**config.mk**
```make
export PLATFORM = sky130hd
export DESIGN_NAME = sync_fifo_param
export DESIGN_NICKNAME = d
export VERILOG_FILES = /design/src/rtl/fifo_pkg.sv /design/src/rtl/fifo_mem.sv /design/src/rtl/sync_fifo_param.sv
export SDC_FILE = /design/constraint.sdc
export NUM_CORES = 1
export LEC_CHECK = 0
export BUFFER_PORTS_ARGS = -buffer_cell sky130_fd_sc_hd__buf_4
export CAP_MARGIN = 10
export CORE_ASPECT_RATIO = 0.7
export CORE_MARGIN = 3
export CORE_UTILIZATION = 65
export CTS_CLUSTER_SIZE = 28
export DETAILED_ROUTE_END_ITERATION = 10
export MAX_ROUTING_LAYER = met4
export PLACE_DENSITY = 0.84
export SLEW_MARGIN = 0
export SYNTH_ARGS = -nofsm -noshare
export SYNTH_HDL_FRONTEND = slang
export SYNTH_HIERARCHICAL = 1
export SYNTH_SLANG_ARGS = --single-unit
```
**constraint.sdc**
```tcl
create_clock -name clk -period 6.4 [get_ports clk]
set_input_delay 0 -clock clk [delete_from_list [all_inputs] [get_ports clk]]
set_output_delay 0 -clock clk [all_outputs]
set_load 0.005 [all_outputs]
```
**src/rtl/fifo_pkg.sv**
```systemverilog
// Shared constants and helpers for the single-clock FIFO family.
// Error-flag bit indices are also used by the CSR block.
package fifo_pkg;

    localparam int DEF_DATA_W = 8;
    localparam int DEF_DEPTH  = 16;

    localparam int ERR_W   = 2;
    localparam int ERR_OVF = 0;
    localparam int ERR_UDF = 1;

    // Ceiling log2 for sizing address fields at elaboration time.
    function automatic int clog2(input int value);
        int res;
        res = 0;
        while ((1 << res) < value) begin
            res = res + 1;
        end
        return res;
    endfunction

endpackage

```
**src/rtl/fifo_mem.sv**
```systemverilog
// DEPTH x DATA_W storage array: synchronous write, asynchronous read.
// Contents are never reset.
module fifo_mem
    import fifo_pkg::*;
#(
    parameter int DATA_W = DEF_DATA_W,
    parameter int DEPTH  = DEF_DEPTH,
    parameter int ADDR_W = clog2(DEF_DEPTH)
) (
    input  logic              clk,
    input  logic              we_i,
    input  logic [ADDR_W-1:0] waddr_i,
    input  logic [DATA_W-1:0] wdata_i,
    input  logic [ADDR_W-1:0] raddr_i,
    output logic [DATA_W-1:0] rdata_o
);

    logic [DATA_W-1:0] mem_q [DEPTH];

    // Store the accepted write word.
    always_ff @(posedge clk) begin
        if (we_i) begin
            mem_q[waddr_i] <= wdata_i;
        end
    end

    assign rdata_o = mem_q[raddr_i];

endmodule

```
**src/rtl/sync_fifo_param.sv**
```systemverilog
// Single-clock parametrised FIFO with level, thresholds and sticky errors.
// Define SYNC_FIFO_FWFT_EN for first-word fall-through output.
module sync_fifo_param
    import fifo_pkg::*;
#(
    parameter  int DATA_W   = DEF_DATA_W,
    parameter  int DEPTH    = DEF_DEPTH,
    parameter  int AF_LEVEL = 14,
    parameter  int AE_LEVEL = 2,
    localparam int ADDR_W   = clog2(DEPTH)
) (
    input  logic              clk,
    input  logic              rst_n,
    input  logic              we,
    input  logic [DATA_W-1:0] data_in,
    input  logic              re,
    output logic [DATA_W-1:0] data_out,
    output logic              full,
    output logic              empty,
    output logic              almost_full,
    output logic              almost_empty,
    output logic [ADDR_W:0]   level,
    output logic              overflow,
    output logic              underflow,
    input  logic              clr_err
);

    localparam logic [ADDR_W:0] LVL_FULL = DEPTH[ADDR_W:0];
    localparam logic [ADDR_W:0] LVL_AF   = AF_LEVEL[ADDR_W:0];
    localparam logic [ADDR_W:0] LVL_AE   = AE_LEVEL[ADDR_W:0];
    localparam logic [ADDR_W:0] PTR_ONE  = {{ADDR_W{1'b0}}, 1'b1};

    logic [ADDR_W:0]    wr_ptr_q, wr_ptr_d;
    logic [ADDR_W:0]    rd_ptr_q, rd_ptr_d;
    logic [ERR_W-1:0]   err_q, err_d;
    logic [ADDR_W:0]    level_w;
    logic               wr_acc;
    logic               rd_acc;
    logic [DATA_W-1:0]  mem_rdata;

    // Occupancy is the modular pointer distance; flags decode it.
    assign level_w      = wr_ptr_q - rd_ptr_q;
    assign full         = (level_w == LVL_FULL);
    assign empty        = (level_w == '0);
    assign almost_full  = (level_w >= LVL_AF);
    assign almost_empty = (level_w <= LVL_AE);
    assign level        = level_w;

    assign wr_acc = we && !full;
    assign rd_acc = re && !empty;

    assign overflow  = err_q[ERR_OVF];
    assign underflow = err_q[ERR_UDF];

    fifo_mem #(
        .DATA_W (DATA_W),
        .DEPTH  (DEPTH),
        .ADDR_W (ADDR_W)
    ) u_mem (
        .clk     (clk),
        .we_i    (wr_acc),
        .waddr_i (wr_ptr_q[ADDR_W-1:0]),
        .wdata_i (data_in),
        .raddr_i (rd_ptr_q[ADDR_W-1:0]),
        .rdata_o (mem_rdata)
    );

    // Pointer advance and sticky error update; a set beats a same-cycle clear.
    always_comb begin
        wr_ptr_d = wr_ptr_q;
        rd_ptr_d = rd_ptr_q;
        err_d    = err_q;
        if (wr_acc) begin
            wr_ptr_d = wr_ptr_q + PTR_ONE;
        end
        if (rd_acc) begin
            rd_ptr_d = rd_ptr_q + PTR_ONE;
        end
        if (clr_err) begin
            err_d = '0;
        end
        if (we && full) begin
            err_d[ERR_OVF] = 1'b1;
        end
        if (re && empty) begin
            err_d[ERR_UDF] = 1'b1;
        end
    end

    // Control state register with synchronous active-low reset.
    always_ff @(posedge clk) begin
        if (!rst_n) begin
            wr_ptr_q <= '0;
            rd_ptr_q <= '0;
            err_q    <= '0;
        end else begin
            wr_ptr_q <= wr_ptr_d;
            rd_ptr_q <= rd_ptr_d;
            err_q    <= err_d;
        end
    end

`ifdef SYNC_FIFO_FWFT_EN

    // Head word falls through; blank while empty so stale data never shows.
    assign data_out = empty ? '0 : mem_rdata;

`else

    logic [DATA_W-1:0] data_q;

    // Registered read port: capture head word on each accepted read.
    always_ff @(posedge clk) begin
        if (!rst_n) begin
            data_q <= '0;
        end else if (rd_acc) begin
            data_q <= mem_rdata;
        end
    end

    assign data_out = data_q;

`endif

endmodule

```
==> parameters.txt, run 1 <==
Parameter                              Value

Finish
  Cell area after layout ... 7210 sq um
  Area growth from synthesis to final layout ... 17.6%
  Fill cells ... 414
  Final #Nets ... 424
  Non-filler cells, final ... between 500 and 600
  Share of final-layout standard cells stronger than drive strength 1 ... 22.5%

Global routing
  Total global-route track usage ... 26.9%
  Global routing usage on met2 ... 39.1%
  Wire length of the first global-routing pass ... 19600 microns
  Overflow after GRT ... 0
  GRT Max-Usage Layer ... met2
  Maximum number of pins on one net before global-route repair ... 38
  Via count of the first global-routing pass ... 3431
  Met1 routing resource usage after global routing ... between 30 and 40%
  Global Route met3 Usage ... 8.70%
  Antenna violations before repair ... 1

Clock network
  Inserted Clock Buffers ... 17
  Maximum level of the CTS H-tree ... 4
  Total number of clock tree sinks ... about 150
  Number of hold-repair buffers added at the cts stage ... 13
  Clock latency of the later-clocked register in the worst-skew pair ... 0.41 ns
  CTS tree ... yes
  # Post-CTS Setup Buffers ... 0
  Bufs on Longest Clock Path ... 2
  Clock transition at path regs ... approximately 0.060 ns
  Cell chosen for the clock root ... clkbuf_16
  CTS-repair resized insts ... 0

Synth
  Share of flip-flops with an asynchronous set or reset after synthesis ... 0%
  Nets in the synthesized netlist ... between 300 and 400
  Area of the mapped netlist ... 6130 sq um
  FF+latch count, synth ... 148
  EDFF count, synth ... around 130
  Number of different library cells in the post-synthesis netlist ... 43
  Total number of yosys warnings ... 6
  Most common cell in the netlist ... edfxtp_1
  Cells taking the most area after synthesis ... edfxtp_1 63%, mux4_2 6.6%, dfxtp_1 6.5%
  Post-synth top area cell ... edfxtp_1
  Post-synthesis area per instance ... 17.5 sq um
  Area share of the largest cell type after synthesis ... a little over three fifths
  Most frequently used flop master after synthesis ... edfxtp_1
  Fraction of the yosys area taken by sequential cells ... 69.2%
  Synth top cells by count ... 128 x edfxtp_1, 41 x nand2_1, 20 x dfxtp_1
  Mapped Cells ... 350

Timing
  Worst-margin pin slew ... roughly 1.1 ns
  Achievable clock frequency ... 237 MHz
  Worst slew margin ... 26.3%
  Count of final max-slew check failures ... 0
  Post-route setup TNS ... 0 ns
  Min cycle time layout ... 4.22 ns
  Final hold viol count ... 0
  Final critical-path share of the clock period ... 65.9%
  Setup repair after global routing missed its margin ... no
  Final worst hold slack ... 0.454 ns
  Final setup fails ... 0
  Clock Skews ... 0.00891 ns

Route
  Wire per inst ... approximately 23 microns
  Final routed DRC violation total ... 0
  Number of vias after detailed routing ... 3380
  Number of design-rule violations left by the first detailed-router iteration ... 444
  Number of detailed-routing iterations run before antenna repair ... 5
  Drt total wl ... 12400 microns
  Post-DRT Antenna Nets ... 0
  Via-to-Cell Ratio ... between 6 and 7

Run status
  Outcome ... completed

Power
  Peak VDD IR ... 473 uV
  Power per Cell Area ... 426 nW/um^2
  Total power ... 3.08 mW
  Leakage ... 2.49 nW

Placement
  Global placement routability congestion ... between 0.8 and 0.9
  Placed Cells incl. Taps ... 489
  Post-detailed-placement half-perimeter wirelength ... 7360 microns
  PortBufs ... 31
  Instance area at placement ... between 6000 and 7000 sq um

Die
  Placement row count ... 28
  I/O pin count ... 32
  Die area ... roughly 11000 sq um
  Die boundary width ... between 100 and 150 microns
  Starting utilization of the core area ... 69.7%
  Floorplan die height ... between 80 and 90 microns
  Core area ... 8790 sq um

Worst setup path
  Highest fanout seen on the critical path ... 37
  Critical path endpoint category ... register
  Type of element launching the critical path ... register
  Signal arrival time at the worst endpoint ... 4.25 ns
  Critical path required time ... about 6.4 ns
  Category of the most critical setup path ... reg2reg

Worst hold path
  HP Class ... in2reg

Run
  Count of max-cap constraint violations ... 0
[sequential cells by signal, summed over array words and instances (netlist names)]
register and flops:
data_out 8, rd_ptr_q 5, err_q 2, u_mem/mem_q 128, wr_ptr_q 5
[cells by family (layout without fill, tap and decap cells)]
logic type,after synthesis,after routing,share of synthesized area (%)
AO/OA/AOI/OAI,34,34,4.53
XOR/XNOR,3,3,0.429
adder cells (fa/ha/maj),7,7,1.55
buffers and inverters,22,89,2.14
flip-flops,148,148,69.2
multiplexers,46,46,14.9
other,0,1,0
AND/OR/NAND/NOR,90,90,7.22
[metrics by stage]
stage | worst slack [ns] | utilization, %
after floorplan | 3.00 | -
after global routing | 2.00 | 82.0
after global placement | 2.23 | 73.1
final | 2.18 | 82.0
after CTS | 1.87 | 81.7
after detailed placement | 1.98 | 73.1
[worst max-delay path, cell delays in order, from the launching register on]
cell      delay [ns]
dfxtp_2         0.31
buf_4           0.51
ha_1            0.29
inv_1           0.06
fa_1            0.40
xor2_1          0.33
nand4b_2        0.26
a211oi_4        0.11
nor2_2          0.30
or3b_2          0.54
nor2_1          0.69
[worst paths after layout]
path                       startpoint                     endpoint  slack, ns  depth (start not counted)
min                           clr_err        err_q[0]$_SDFFE_PN0P_       0.45                          4
max          rd_ptr_q[0]$_SDFFE_PN0P_  u_mem/mem_q[3][5]$_DFFE_PP_       2.18                         10
max reg2reg  rd_ptr_q[0]$_SDFFE_PN0P_  u_mem/mem_q[3][5]$_DFFE_PP_       2.18                         10
min reg2reg  data_out[7]$_SDFFE_PN0P_     data_out[7]$_SDFFE_PN0P_       0.46                          2
[routing by layer]
metal / vias up / part of all wire, %
li1: 1499 / -
met1: 1689 / 41
met2: 175 / 49
met3: 17 / 9.0
met4: 0 / 1.4
met5: - / 0
[layout make-up]
class | instances | area, sq um | share of cell area (%)
Clock inverter | 5 | 52.6 | 0.729
Inverter | 8 | 30.0 | 0.416
Sequential cell | 148 | 4250 | 58.9
Antenna cell | 1 | 2.50 | 0.0347
Multi-Input combinational cell | 180 | 1760 | 24.3
Tap cell | 120 | 150 | 2.08
Clock buffer | 27 | 577 | 8.00
Timing Repair Buffer | 49 | 398 | 5.52
[placed cells by master (no fill, tap or decap), drive strengths merged, types with 5 or more instances in the layout]
cell and count:
nor3 6, a22oi 16, mux2i 14, clkbuf 29, inv 10, dfxtp 20
edfxtp 128, mux4 32, buf 34, a21boi 6, dlygate4sd3 13, nand2b 5
nand2 41, ha 6, nor2 17
[power by group]
group	switching [mW]	internal (mW)	leakage, nW
Sequential	0.0393	1.12	1.32
Combinational	0.467	0.433	0.852
Clock	0.358	0.657	0.316
Power figures use the tool's default switching activity.
==> run 2, diff against run 1 <==
--- a/config.mk
+++ b/config.mk
@@ -5,15 +5,16 @@
 export SDC_FILE = /design/constraint.sdc
 export NUM_CORES = 1
 export LEC_CHECK = 0
+export ABC_AREA = 1
 export BUFFER_PORTS_ARGS = -buffer_cell sky130_fd_sc_hd__buf_4
 export CAP_MARGIN = 10
 export CORE_ASPECT_RATIO = 0.7
 export CORE_MARGIN = 3
-export CORE_UTILIZATION = 65
+export CORE_UTILIZATION = 55
 export CTS_CLUSTER_SIZE = 28
 export DETAILED_ROUTE_END_ITERATION = 10
 export MAX_ROUTING_LAYER = met4
-export PLACE_DENSITY = 0.84
+export PLACE_DENSITY = 0.75
 export SLEW_MARGIN = 0
 export SYNTH_ARGS = -nofsm -noshare
 export SYNTH_HDL_FRONTEND = slang
==> constraint.sdc (replaced) <==
create_clock -name clk -period 3.4 [get_ports clk]
set_input_delay 0 -clock clk [delete_from_list [all_inputs] [get_ports clk]]
set_output_delay 0 -clock clk [all_outputs]
set_load 0.005 [all_outputs]
==> run 2 against run 1 <==
Final area rose by 7.8%; register-to-register slack got worse by 1.9 ns; clock skew rose by 0.0061 ns; critical path depth rose by 3; die area rose by 30%; count of clock-buffer cells in the layout is 10 lower; wire length up 33%; cell count up 68%; total power rose by 62%.
==> parameters.txt, run 2 <==
Parameter                              Value

Timing
  Count of final max-slew check failures ... 0
  Clock Skews ... 0.0150 ns
  Post-route setup TNS ... 0 ns
  Worst slew margin ... 29.1%
  Min cycle time layout ... between 3 and 4 ns
  Final hold viol count ... 0
  Setup repair after global routing missed its margin ... no
  Achievable clock frequency ... 322 MHz
  Worst-margin pin slew ... approximately 1.1 ns
  Final critical-path share of the clock period ... about nine tenths
  Final setup fails ... 0

Worst setup path
  Critical path's slowest cell ... nor2_1
  Most frequent CP cell ... nand2_1
  Kind of cell with the highest combined delay on the critical path ... simple AND/OR/NAND/NOR gates
  Critical path required time ... 3.46 ns
  Category of the most critical setup path ... reg2reg
  Number of buffers and inverters on the critical path ... 3
  Signal arrival time at the worst endpoint ... 3.16 ns
  Type of element launching the critical path ... register
  Critical path cell sequence ... inv_1 > ha_1 > inv_1 > fa_1 > nand3_2 > nand2_1 > nand2_1 > nand2_1 > nand3_2 > nand2_1 > inv_2 > nand3b_1 > nor2_1
  Critical Path Max Stage Delay ... 0.62 ns
  Critical path endpoint category ... register
  Highest fanout seen on the critical path ... 8

Power
  Power per Cell Area ... around 640 nW/um^2
  Total power ... 4.98 mW
  Leakage ... 3.32 nW
  Peak VDD IR ... approximately 400 uV

Finish
  Final #Nets ... 756
  Area growth from synthesis to final layout ... 13.7%
  Commonest cells after routing, fill and taps aside ... 199 x nand2_1, 128 x edfxtp_1, 122 x nand3_1
  Area taken by multi-input logic gates ... 1920 sq um
  Top register by number of flip-flops ... u_mem/mem_q
  Fill cells ... 919
  Area occupied by registers ... 4250 sq um
  Largest register FFs ... 128
  Most common cell after layout, fill and taps aside ... nand2_1
  Non-filler cells, final ... 906
  Cell area after layout ... 7770 sq um
  Number of antenna repair diodes ... 0
  Share of final-layout standard cells stronger than drive strength 1 ... 13.2%

Placement
  Global placement routability congestion ... 1.00
  Instance area at placement ... approximately 7100 sq um
  Post-detailed-placement half-perimeter wirelength ... approximately 11000 microns
  Placed Cells incl. Taps ... 860
  PortBufs ... 31

Synth
  Post-synthesis area per instance ... roughly 9.8 sq um
  Share of flip-flops with an asynchronous set or reset after synthesis ... 0%
  Mapped Cells ... 697
  EDFF count, synth ... approximately 130
  Total number of yosys warnings ... 6
  Fraction of the yosys area taken by sequential cells ... 62.1%
  Area of the mapped netlist ... 6840 sq um
  Nets in the synthesized netlist ... between 700 and 800
  Area share of the largest cell type after synthesis ... 56.2%
  Post-synth top area cell ... edfxtp_1
  FF+latch count, synth ... 148
  Cells taking the most area after synthesis ... edfxtp_1 56%, nand2_1 11%, nand3_1 8.9%
  Most common cell in the netlist ... nand2_1
  Number of different library cells in the post-synthesis netlist ... 32
  Synth top cells by count ... 199 x nand2_1, 128 x edfxtp_1, 122 x nand3_1
  Most frequently used flop master after synthesis ... edfxtp_1

Clock network
  CTS-repair resized insts ... 0
  # Post-CTS Setup Buffers ... 0
  Clock transition at path regs ... 0.07 ns
  Clock latency of the later-clocked register in the worst-skew pair ... about 0.43 ns
  Number of hold-repair buffers added at the cts stage ... 14
  CTS tree ... yes
  Inserted Clock Buffers ... 17
  Maximum level of the CTS H-tree ... 4
  Cell chosen for the clock root ... clkbuf_16
  Bufs on Longest Clock Path ... 2
  Total number of clock tree sinks ... 148

Die
  Floorplan die height ... 99.3 microns
  Die boundary width ... 139 microns
  Starting utilization of the core area ... 57.3%
  Die area ... 13800 sq um
  Core area ... 11900 sq um
  Placement row count ... 33
  I/O pin count ... 32

Route
  Number of vias after detailed routing ... 5000
  Via-to-Cell Ratio ... between 5 and 6
  Number of design-rule violations left by the first detailed-router iteration ... 761
  Post-DRT Antenna Nets ... 0
  Number of detailed-routing iterations run before antenna repair ... 9
  Wire per inst ... 18.3 microns
  Final routed DRC violation total ... 0
  Drt total wl ... 16600 microns

Global routing
  Total global-route track usage ... between 20% and 30%
  Via count of the first global-routing pass ... 4614
  Maximum number of pins on one net before global-route repair ... 70
  Overflow after GRT ... 0
  Wire length of the first global-routing pass ... 25700 microns
  Antenna violations before repair ... 0

Run status
  Outcome ... completed

Run
  Count of max-cap constraint violations ... 0

Worst hold path
  HP Class ... in2reg
==> run 2: changes by cell type in the layout (fill, tap and decap cells not counted), sizes merged, moves of 6 or more <==
cell / previous run / this run
a21boi: 6 / 0
a21oi: 3 / 20
a22oi: 16 / 0
clkbuf: 29 / 17
inv: 10 / 126
mux2i: 14 / 0
mux4: 32 / 0
nand2: 41 / 213
nand3: 4 / 125
nor2: 17 / 24
==> run 2: logic make-up (layout without fill, tap and decap cells) <==
group / Yosys count / after routing / share of synthesized area, %
AO/OA/AOI/OAI: 22 / 22 / 2.09
XOR/XNOR: 7 / 7 / 1.01
adder cells (fa/ha/maj): 7 / 7 / 1.39
buffers and inverters: 147 / 199 / 9.79
flip-flops: 148 / 148 / 62.1
AND/OR/NAND/NOR: 366 / 366 / 23.7
==> run 2: worst min-delay path, stage by stage <==
cell and delay, ns:
dlygate4sd3_1 0.53, buf_4 0.10, inv_1 0.04, nand2_1 0.05, a21oi_1 0.05
==> run 2: layer usage <==
layer	GRT usage (%)	part of all wire (%)	vias to the layer above
met2	37.3	44	263
met4	6.62	1.5	0
met5	-	0	-
li1	-	-	2335
met1	36.6	44	2373
met3	5.81	11	29
==> run 2: layout make-up <==
class / count / area share (%)
sequential: 148 / 54.6
multi-input combinational: 402 / 24.8
inverter: 118 / 5.73
clock buffer: 17 / 5.47
timing repair buffer: 49 / 5.18
tap: 157 / 2.53
clock inverter: 15 / 1.74
==> run 2: where the power goes <==
part | internal [mW] | switching [mW]
sequential | 2.05 | 0.0382
combinational | 0.384 | 0.740
clock | 0.964 | 0.809
==> run 2: metrics by stage <==
| step | worst slack, ns | hold WS (ns) | util [%] |
|---|---|---|---|
| finish | 0.298 | 0.396 | 65.2 |
| global placement | 0.527 | 0.268 | 59.3 |
| CTS | 0.332 | 0.387 | 65.2 |
| floorplan | 0.810 | 0.0989 | - |
| global route | 0.145 | 0.420 | 65.2 |
| detailed placement | 0.350 | 0.278 | 59.3 |
==> run 2: final timing paths <==
path	from	endpoint	slack (ns)	cells after the start
min reg2reg	data_out[5]$_SDFFE_PN0P_	data_out[5]$_SDFFE_PN0P_	0.47	2
max reg2reg	wr_ptr_q[0]$_SDFFE_PN0P_	u_mem/mem_q[4][3]$_DFFE_PP_	0.30	13
min	clr_err	err_q[0]$_SDFFE_PN0P_	0.40	5
max	wr_ptr_q[0]$_SDFFE_PN0P_	u_mem/mem_q[4][3]$_DFFE_PP_	0.30	13
